[config.mk]
export PLATFORM = sky130hd
export DESIGN_NAME = grn_lut_node
export DESIGN_NICKNAME = d
export VERILOG_FILES = /design/src/rtl/grn_lut_node.sv
export SDC_FILE = /design/constraint.sdc
export NUM_CORES = 1
export LEC_CHECK = 0
export CAP_MARGIN = 20
export CORE_MARGIN = 5
export CORE_UTILIZATION = 28
export CTS_CLUSTER_DIAMETER = 100
export DETAILED_ROUTE_END_ITERATION = 7
export SLEW_MARGIN = 20
export SYNTH_ARGS = -nofsm -noshare
export SYNTH_HDL_FRONTEND = slang
export SYNTH_SLANG_ARGS = --single-unit
[constraint.sdc]
create_clock -name clk -period 6.1 [get_ports clk]
set_input_delay 0.915 -clock clk [delete_from_list [all_inputs] [get_ports clk]]
set_output_delay 0.915 -clock clk [all_outputs]
set_load 0.05 [all_outputs]
[src/rtl/grn_lut_node.sv]
// Boolean gene-regulatory-network node with a run-time loadable K-input truth table.
// Holds a slow (divided) and a fast copy of the gene state and counts fast-copy toggles.
module grn_lut_node #(
  parameter int K        = 4,
  parameter int SLOW_DIV = 2,
  parameter int CNT_W    = 8
) (
  input  logic            clk,
  input  logic            rst,
  input  logic            reset_nos,
  input  logic            init_state,
  input  logic            start_s0,
  input  logic            start_s1,
  input  logic [K-1:0]    nb_s0,
  input  logic [K-1:0]    nb_s1,
  input  logic            cfg_we,
  input  logic [2**K-1:0] cfg_lut,
  output logic            s0,
  output logic            s1,
  output logic            gp_s0,
  output logic            gp_s1,
  output logic            match,
  output logic [CNT_W-1:0] flip_cnt
);

  localparam int DIV_W = (SLOW_DIV > 1) ? $clog2(SLOW_DIV) : 1;
  localparam logic [DIV_W-1:0] DIV_RELOAD = DIV_W'(SLOW_DIV - 1);
  localparam logic [CNT_W-1:0] CNT_MAX    = '1;

  logic [2**K-1:0]  lut_q, lut_d;
  logic             s0_q, s0_d;
  logic             s1_q, s1_d;
  logic [DIV_W-1:0] div_cnt_q, div_cnt_d;
  logic [CNT_W-1:0] flip_cnt_q, flip_cnt_d;

  always_comb begin
    // NOTE: every signal gets a hold default first so no path leaves it unassigned (no latches).
    lut_d      = lut_q;
    s0_d       = s0_q;
    s1_d       = s1_q;
    div_cnt_d  = div_cnt_q;
    flip_cnt_d = flip_cnt_q;

    // Table writes land at the edge; strobes this cycle still read lut_q (old table).
    if (cfg_we) lut_d = cfg_lut;

    if (reset_nos) begin
      s0_d       = init_state;
      s1_d       = init_state;
      div_cnt_d  = '0;
      flip_cnt_d = '0;
    end else begin
      if (start_s0) begin
        if (div_cnt_q == '0) begin
          s0_d      = lut_q[nb_s0];
          div_cnt_d = DIV_RELOAD;
        end else begin
          div_cnt_d = div_cnt_q - 1'b1;
        end
      end
      if (start_s1) begin
        s1_d = lut_q[nb_s1];
        if ((s1_d != s1_q) && (flip_cnt_q != CNT_MAX)) flip_cnt_d = flip_cnt_q + 1'b1;
      end
    end
  end

  // NOTE: sequential state uses non-blocking assignments so all flops sample the same pre-edge values.
  always_ff @(posedge clk) begin
    if (rst) begin
      lut_q      <= '0;
      s0_q       <= 1'b0;
      s1_q       <= 1'b0;
      div_cnt_q  <= '0;
      flip_cnt_q <= '0;
    end else begin
      lut_q      <= lut_d;
      s0_q       <= s0_d;
      s1_q       <= s1_d;
      div_cnt_q  <= div_cnt_d;
      flip_cnt_q <= flip_cnt_d;
    end
  end

  assign s0       = s0_q;
  assign s1       = s1_q;
  assign gp_s0    = s0_q;
  assign gp_s1    = s1_q;
  assign match    = (s0_q == s1_q);
  assign flip_cnt = flip_cnt_q;

endmodule

==> qor.txt, run 1 <==
Outcome = finished, final reports clean
Grt ovf = 0
TritonCTS Sinks = 27
H-tree depth = 1
Worst Tran Pin Value = 0.930 ns
Ant. Diodes = 0
CTS tree = done
Core Area = 4790 sq um
CP max FO = 9
Deepest clock path buffer count = 2
First-pass GRT wire length = 5570 um
Setup crit end kind = flip-flop
CTS root buffer = clkbuf_8
Initial DRT Pass Iterations = 4
Net count, final = 205
Cell count after synthesis = 133
Final cycle utilization of the critical path = 54.4%
Cts bufs inserted = 3
WL final = 3460 um
Gpl congestion = 0.787
Syn Nets = 165
Die Area = 6530 sq um
Number of synthesized register bits = 27
Largest net degree at the start of global routing = 21
Unrepaired setup endpoints after global routing = false
Layout Skew = 0.00607 ns
Vias in the first global route = 1193
1st-iter DRT viols = 61
Seq/Total Area, Yosys = 38.5%
Worst-path clk slew = 0.09 ns
Share of layout cells above drive strength 1 = 8.72%
Setup ws final = 2.78 ns
Synth cell types = 34
Port buffer count = 43
PostCTS Resize Cnt = 0
Number of post-CTS setup repair buffers = 0
Startpoint type of the worst setup path = input pin
Post-DR wirelength/cell = 14.5 um
Synth warn = 0
Die width = 80.8 um
DRC violations left = 0
Tmin final = 3.32 ns
Worst EP arrival = 3.49 ns
Die height = 80.8 um
Syn_area_per_cell = 10.6 sq um
Max transition margin = 37.8%
Vias per inst = 5.00
Pwr Density = 196 nW/um^2
DPL Wire Length = 2750 um
Num ports = 44
Final Hold Viols = 0
TNS Setup = 0 ns
Via count = 1196
Detail Route Antenna Nets = 0
# hold bufs at CTS = 0
Static leakage = 0.762 nW
Area Overhead vs Synth = 37.2%
Final setup viols = 0
Setup Crit Path Kind = input pin to flip-flop
GRT Util Overall = 10.8%
Initial antenna violation count = 0
Max Fclk = 302 MHz
Max-cap violations = 0
Standard-cell rows = 25
Starting density of the core = 29.3%
Max VDD drop = 0.148 mV
Worst endpoint required time = 6.27 ns
Worst Hold Class = flip-flop to flip-flop
Pins Over Slew Limit = 0
Netlist Area Pre-Place = 1400 sq um
Pre-CTS setup slack = 2.50 ns
Worst-Skew Late Latency = 0.27 ns
-- layout by cell type, fill, tap and decap left out, drive strengths merged --
cell type	Yosys	routed
mux2i	16	16
nor4b	1	1
nor2	21	21
a21oi	4	4
clkdlybuf4s50	0	43
inv	1	1
ha	1	1
or4	1	1
or2	1	1
o311a	1	1
clkbuf	6	4
o31ai	1	1
xor2	1	1
dfxtp	27	27
a31oi	3	3
nand4	1	1
a31o	1	1
mux4	10	10
a211oi	2	2
and2	2	2
or3	1	1
nand3	4	4
nor3	3	3
nand2	7	7
xnor2	3	3
and3	2	2
o211a	1	1
nor2b	4	4
o21ai	2	2
a41o	3	3
-- cell type report --
cell class	instances	area (sq um)
Clock buffer	4	45.0
Fill cell	461	2860
Inverter	1	3.75
Multi-Input combinational cell	97	822
Sequential cell	27	541
Tap cell	67	83.8
Timing Repair Buffer	43	430
-- Yosys cell counts --
master / number / area, sq um
nand4_1: 1 / 6.26
and3_1: 2 / 12.5
o311a_1: 1 / 10.0
xnor2_2: 1 / 16.3
or4_1: 1 / 7.51
nor3_1: 3 / 15.0
mux4_2: 6 / 135
ha_1: 1 / 12.5
o21ai_0: 2 / 10.0
a31o_1: 1 / 8.76
nand2_1: 7 / 26.3
buf_4: 2 / 15.0
o31ai_1: 1 / 7.51
nor2_1: 21 / 78.8
xor2_2: 1 / 16.3
or3_1: 1 / 6.26
and2_1: 1 / 6.26
mux4_1: 4 / 105
a211oi_1: 2 / 15.0
nor4b_1: 1 / 8.76
inv_1: 1 / 3.75
o211a_1: 1 / 10.0
clkbuf_1: 6 / 22.5
dfxtp_1: 27 / 541
xnor2_1: 2 / 17.5
a31oi_1: 3 / 18.8
and2_2: 1 / 7.51
mux2i_1: 16 / 160
nor2b_1: 4 / 25.0
a41o_1: 1 / 10.0
nand3_1: 4 / 20.0
or2_2: 1 / 6.26
a21oi_1: 4 / 20.0
a41o_2: 2 / 22.5
-- critical path, cell delays in order --
cell,delay [ns]
clkdlybuf4s50_1,0.58
mux4_1,0.57
mux4_2,0.56
xor2_2,0.35
nand3_1,0.16
o311a_1,0.35
-- flip-flops by register name, summed over array words and instances (netlist names) --
name	count
lut_q	16
flip_cnt	8
div_cnt_q	1
gp_s0	1
gp_s1	1
-- power by group --
part | switching [mW] | leakage, nW | internal [mW] | total, mW
sequential | 0.00791 | 0.221 | 0.184 | 0.192
clock | 0.0551 | 0.0228 | 0.0468 | 0.102
combinational | 0.0385 | 0.518 | 0.0443 | 0.0829
-- cell families after synthesis --
| group | share of synthesized area (%) |
|---|---|
| xor gates and xnor gates | 3.57 |
| AOI/OAI and AO/OA | 9.45 |
| buffers and inverters | 2.94 |
| adders and majority gates | 0.891 |
| and+or+nand+nor | 16.1 |
| DFF | 38.5 |
| muxes | 28.5 |
-- path summary, 6_finish.rpt --
| kind | to | cells past startpoint | startpoint | slack [ns] |
|---|---|---|---|---|
| worst max register to register | flip_cnt[7] | 5 | lut_q[11] | 3.74 |
| worst min register to register | div_cnt_q | 2 | div_cnt_q | 0.53 |
| worst min-delay path | div_cnt_q | 2 | div_cnt_q | 0.53 |
| worst max-delay path | flip_cnt[7] | 6 | nb_s1[3] | 2.78 |
-- metrics by stage --
step	hold WS, ns	cells	cell area [sq um]	total power [mW]	util, %
after floorplan	0.469	133	1400	0.244	-
after global placement	0.496	235	1880	0.277	39.3
after detailed placement	0.516	235	1880	0.279	39.3
after CTS	0.532	239	1930	0.382	40.2
after global routing	0.551	239	1930	0.397	40.2
final	0.529	239	1930	0.377	40.2
-- layer usage --
layer / global-route usage, % / routed length (um) / vias up
met1: 13.0 / 1420 / 574
met2: 19.0 / 1750 / 49
met5: 0 / 0 / -
met3: 3.55 / 283 / 2
met4: 1.69 / 10 / 0
li1: - / - / 571
No activity file was read; power rests on OpenSTA's default activity.
==> inputs of run 2 (changes only) <==
==> constraint.sdc (replaced) <==
create_clock -name clk -period 2.7 [get_ports clk]
set_input_delay 0.405 -clock clk [delete_from_list [all_inputs] [get_ports clk]]
set_output_delay 0.405 -clock clk [all_outputs]
set_load 0.05 [all_outputs]
==> qor.txt, run 2 (synthesis gave the netlist of run 1 again) <==
Outcome = finished, final reports clean
Grt ovf = 0 (unchanged)
CTS tree = done
Worst Tran Pin Value = 0.502 ns (-0.428 ns)
Static leakage = 0.796 nW (+4.5%)
Port buffer count = 43 (unchanged)
Design area = 1960 sq um (+2.0%)
Via count = 1218 (+1.8%)
Initial antenna violation count = 0 (unchanged)
Setup ws final = 0.285 ns (-2.50 ns)
Pre-CTS setup slack = -0.301 ns (-2.80 ns)
GRT Util Overall = 11.9% (+1.1 points)
Standard-cell rows = 25 (unchanged)
Layout Skew = 0.00774 ns (+0.00167 ns)
Unrepaired setup endpoints after global routing = false
Core Area = 4790 sq um (unchanged)
Max reg flops = 16 (unchanged)
Worst EP arrival = 2.63 ns (-0.86 ns)
Net count, final = 210 (+2.4%)
DP Area = 1920 sq um (+2.0%)
Die Area = 6530 sq um (unchanged)
Worst Hold Class = flip-flop to flip-flop
Commonest non-fill, non-tap cell in the layout = clkdlybuf4s50_1
Deepest clock path buffer count = 2 (unchanged)
Die height = 80.8 um (unchanged)
DPL Wire Length = 2940 um (+6.9%)
Worst endpoint required time = 2.91 ns (-3.36 ns)
First-pass GRT wire length = 6200 um (+11%)
Critical path's largest stage delay = 0.58 ns (about the same)
Pwr Density = 440 nW/um^2 (+120%)
Num ports = 44 (unchanged)
H-tree depth = 1 (unchanged)
Setup Crit Path Kind = input pin to flip-flop
Max transition margin = 66.4% (+29 points)
Final setup viols = 0 (unchanged)
Share of layout cells above drive strength 1 = 11.3% (+2.6 points)
Ant. Diodes = 0 (unchanged)
Commonest cells after routing, fill and taps aside = 41 x clkdlybuf4s50_1, 27 x dfxtp_1, 21 x nor2_1
# hold bufs at CTS = 0 (unchanged)
Post-DR wirelength/cell = 14.7 um (+1.5%)
DRC violations left = 0 (unchanged)
1st-iter DRT viols = 50 (-18%)
Filler cell count = 485 (+5.2%)
Startpoint type of the worst setup path = input pin
Pins Over Slew Limit = 0 (unchanged)
Die width = 80.8 um (unchanged)
Tmin final = 2.42 ns
Vias per inst = 4.99 (-0.25%)
Largest net degree at the start of global routing = 21 (unchanged)
WL final = 3580 um (+3.6%)
Detail Route Antenna Nets = 0 (unchanged)
Vias in the first global route = 1357 (+14%)
Worst path slowest cell = mux4_1
Worst-Skew Late Latency = 0.28 ns (about the same)
PostCTS Resize Cnt = 1 (+1)
Initial DRT Pass Iterations = 4 (unchanged)
Gpl congestion = 0.850 (+7.9%)
Max-cap violations = 0 (unchanged)
TNS Setup = 0 ns (unchanged)
Cts bufs inserted = 3 (unchanged)
CP max FO = 4 (-5)
Starting density of the core = 29.3% (unchanged)
Number of post-CTS setup repair buffers = 0 (unchanged)
Area Overhead vs Synth = 39.9%
Critical path cell sequence = dlygate4sd2_1 > mux4_1 > mux4_2 > xnor2_2 > or4_1 > a21oi_1
Worst-path clk slew = 0.10 ns (about the same)
Final cycle utilization of the critical path = 89.5%
Max Fclk = 414 MHz
CTS root buffer = clkbuf_8
TritonCTS Sinks = 27 (unchanged)
Max VDD drop = 0.320 mV (+120%)
Final Hold Viols = 0 (unchanged)
Setup crit end kind = flip-flop
Top reg by flops = lut_q
run 2: changes by cell type in the layout (fill, tap and decap cells not counted):
cell,change
buf_4,+5
clkdlybuf4s50_1,-2
dlygate4sd2_1,+1
dlymetal6s2s_1,+1
run 2: cell type report:
class                           instances  area (sq um)  area share [%]
Clock buffer                            4          45.0            2.29
Sequential cell                        27           541            27.5
Inverter                                1          3.75           0.191
Multi-Input combinational cell         97           822            41.8
Timing Repair Buffer                   48           469            23.9
Tap cell                               67          83.8            4.27
run 2: per-layer routing:
| metal | wire length (um) | vias to the layer above | global-route usage [%] |
|---|---|---|---|
| met3 | 222 | 4 | 3.44 |
| li1 | - | 584 | - |
| met2 | 1820 | 36 | 22.2 |
| met5 | 0 | - | 0 |
| met1 | 1510 | 594 | 13.6 |
| met4 | 25 | 0 | 2.03 |
run 2: final timing paths:
path,start,end,slack [ns],depth (start not counted)
max,nb_s1[2],flip_cnt[3],0.28,6
min,lut_q[7],lut_q[7],0.52,2
max reg2reg,lut_q[10],flip_cnt[3],0.43,5
min reg2reg,lut_q[7],lut_q[7],0.52,2
run 2: through the flow:
step	power [mW]	std cells	utilization [%]	hold slack, ns
after floorplan	0.552	133	-	0.469
after global placement	0.637	240	40.1	0.494
after detailed placement	0.644	240	40.1	0.516
after CTS	0.878	244	41.0	0.539
after global routing	0.914	244	41.0	0.565
final	0.865	244	41.0	0.524
run 2: power breakdown:
group	switching (mW)	leakage [nW]	internal, mW	total [mW]
Clock	0.127	0.0228	0.106	0.233
Combinational	0.0901	0.552	0.108	0.198
Sequential	0.0178	0.221	0.416	0.434
run 2: critical path, delay by kind of cell:
family / cells / cell delay (ns)
compound gates: 1 / 0.14
simple gates: 1 / 0.51
xor+xnor: 1 / 0.16
buf+inv: 1 / 0.30
mux: 2 / 1.12
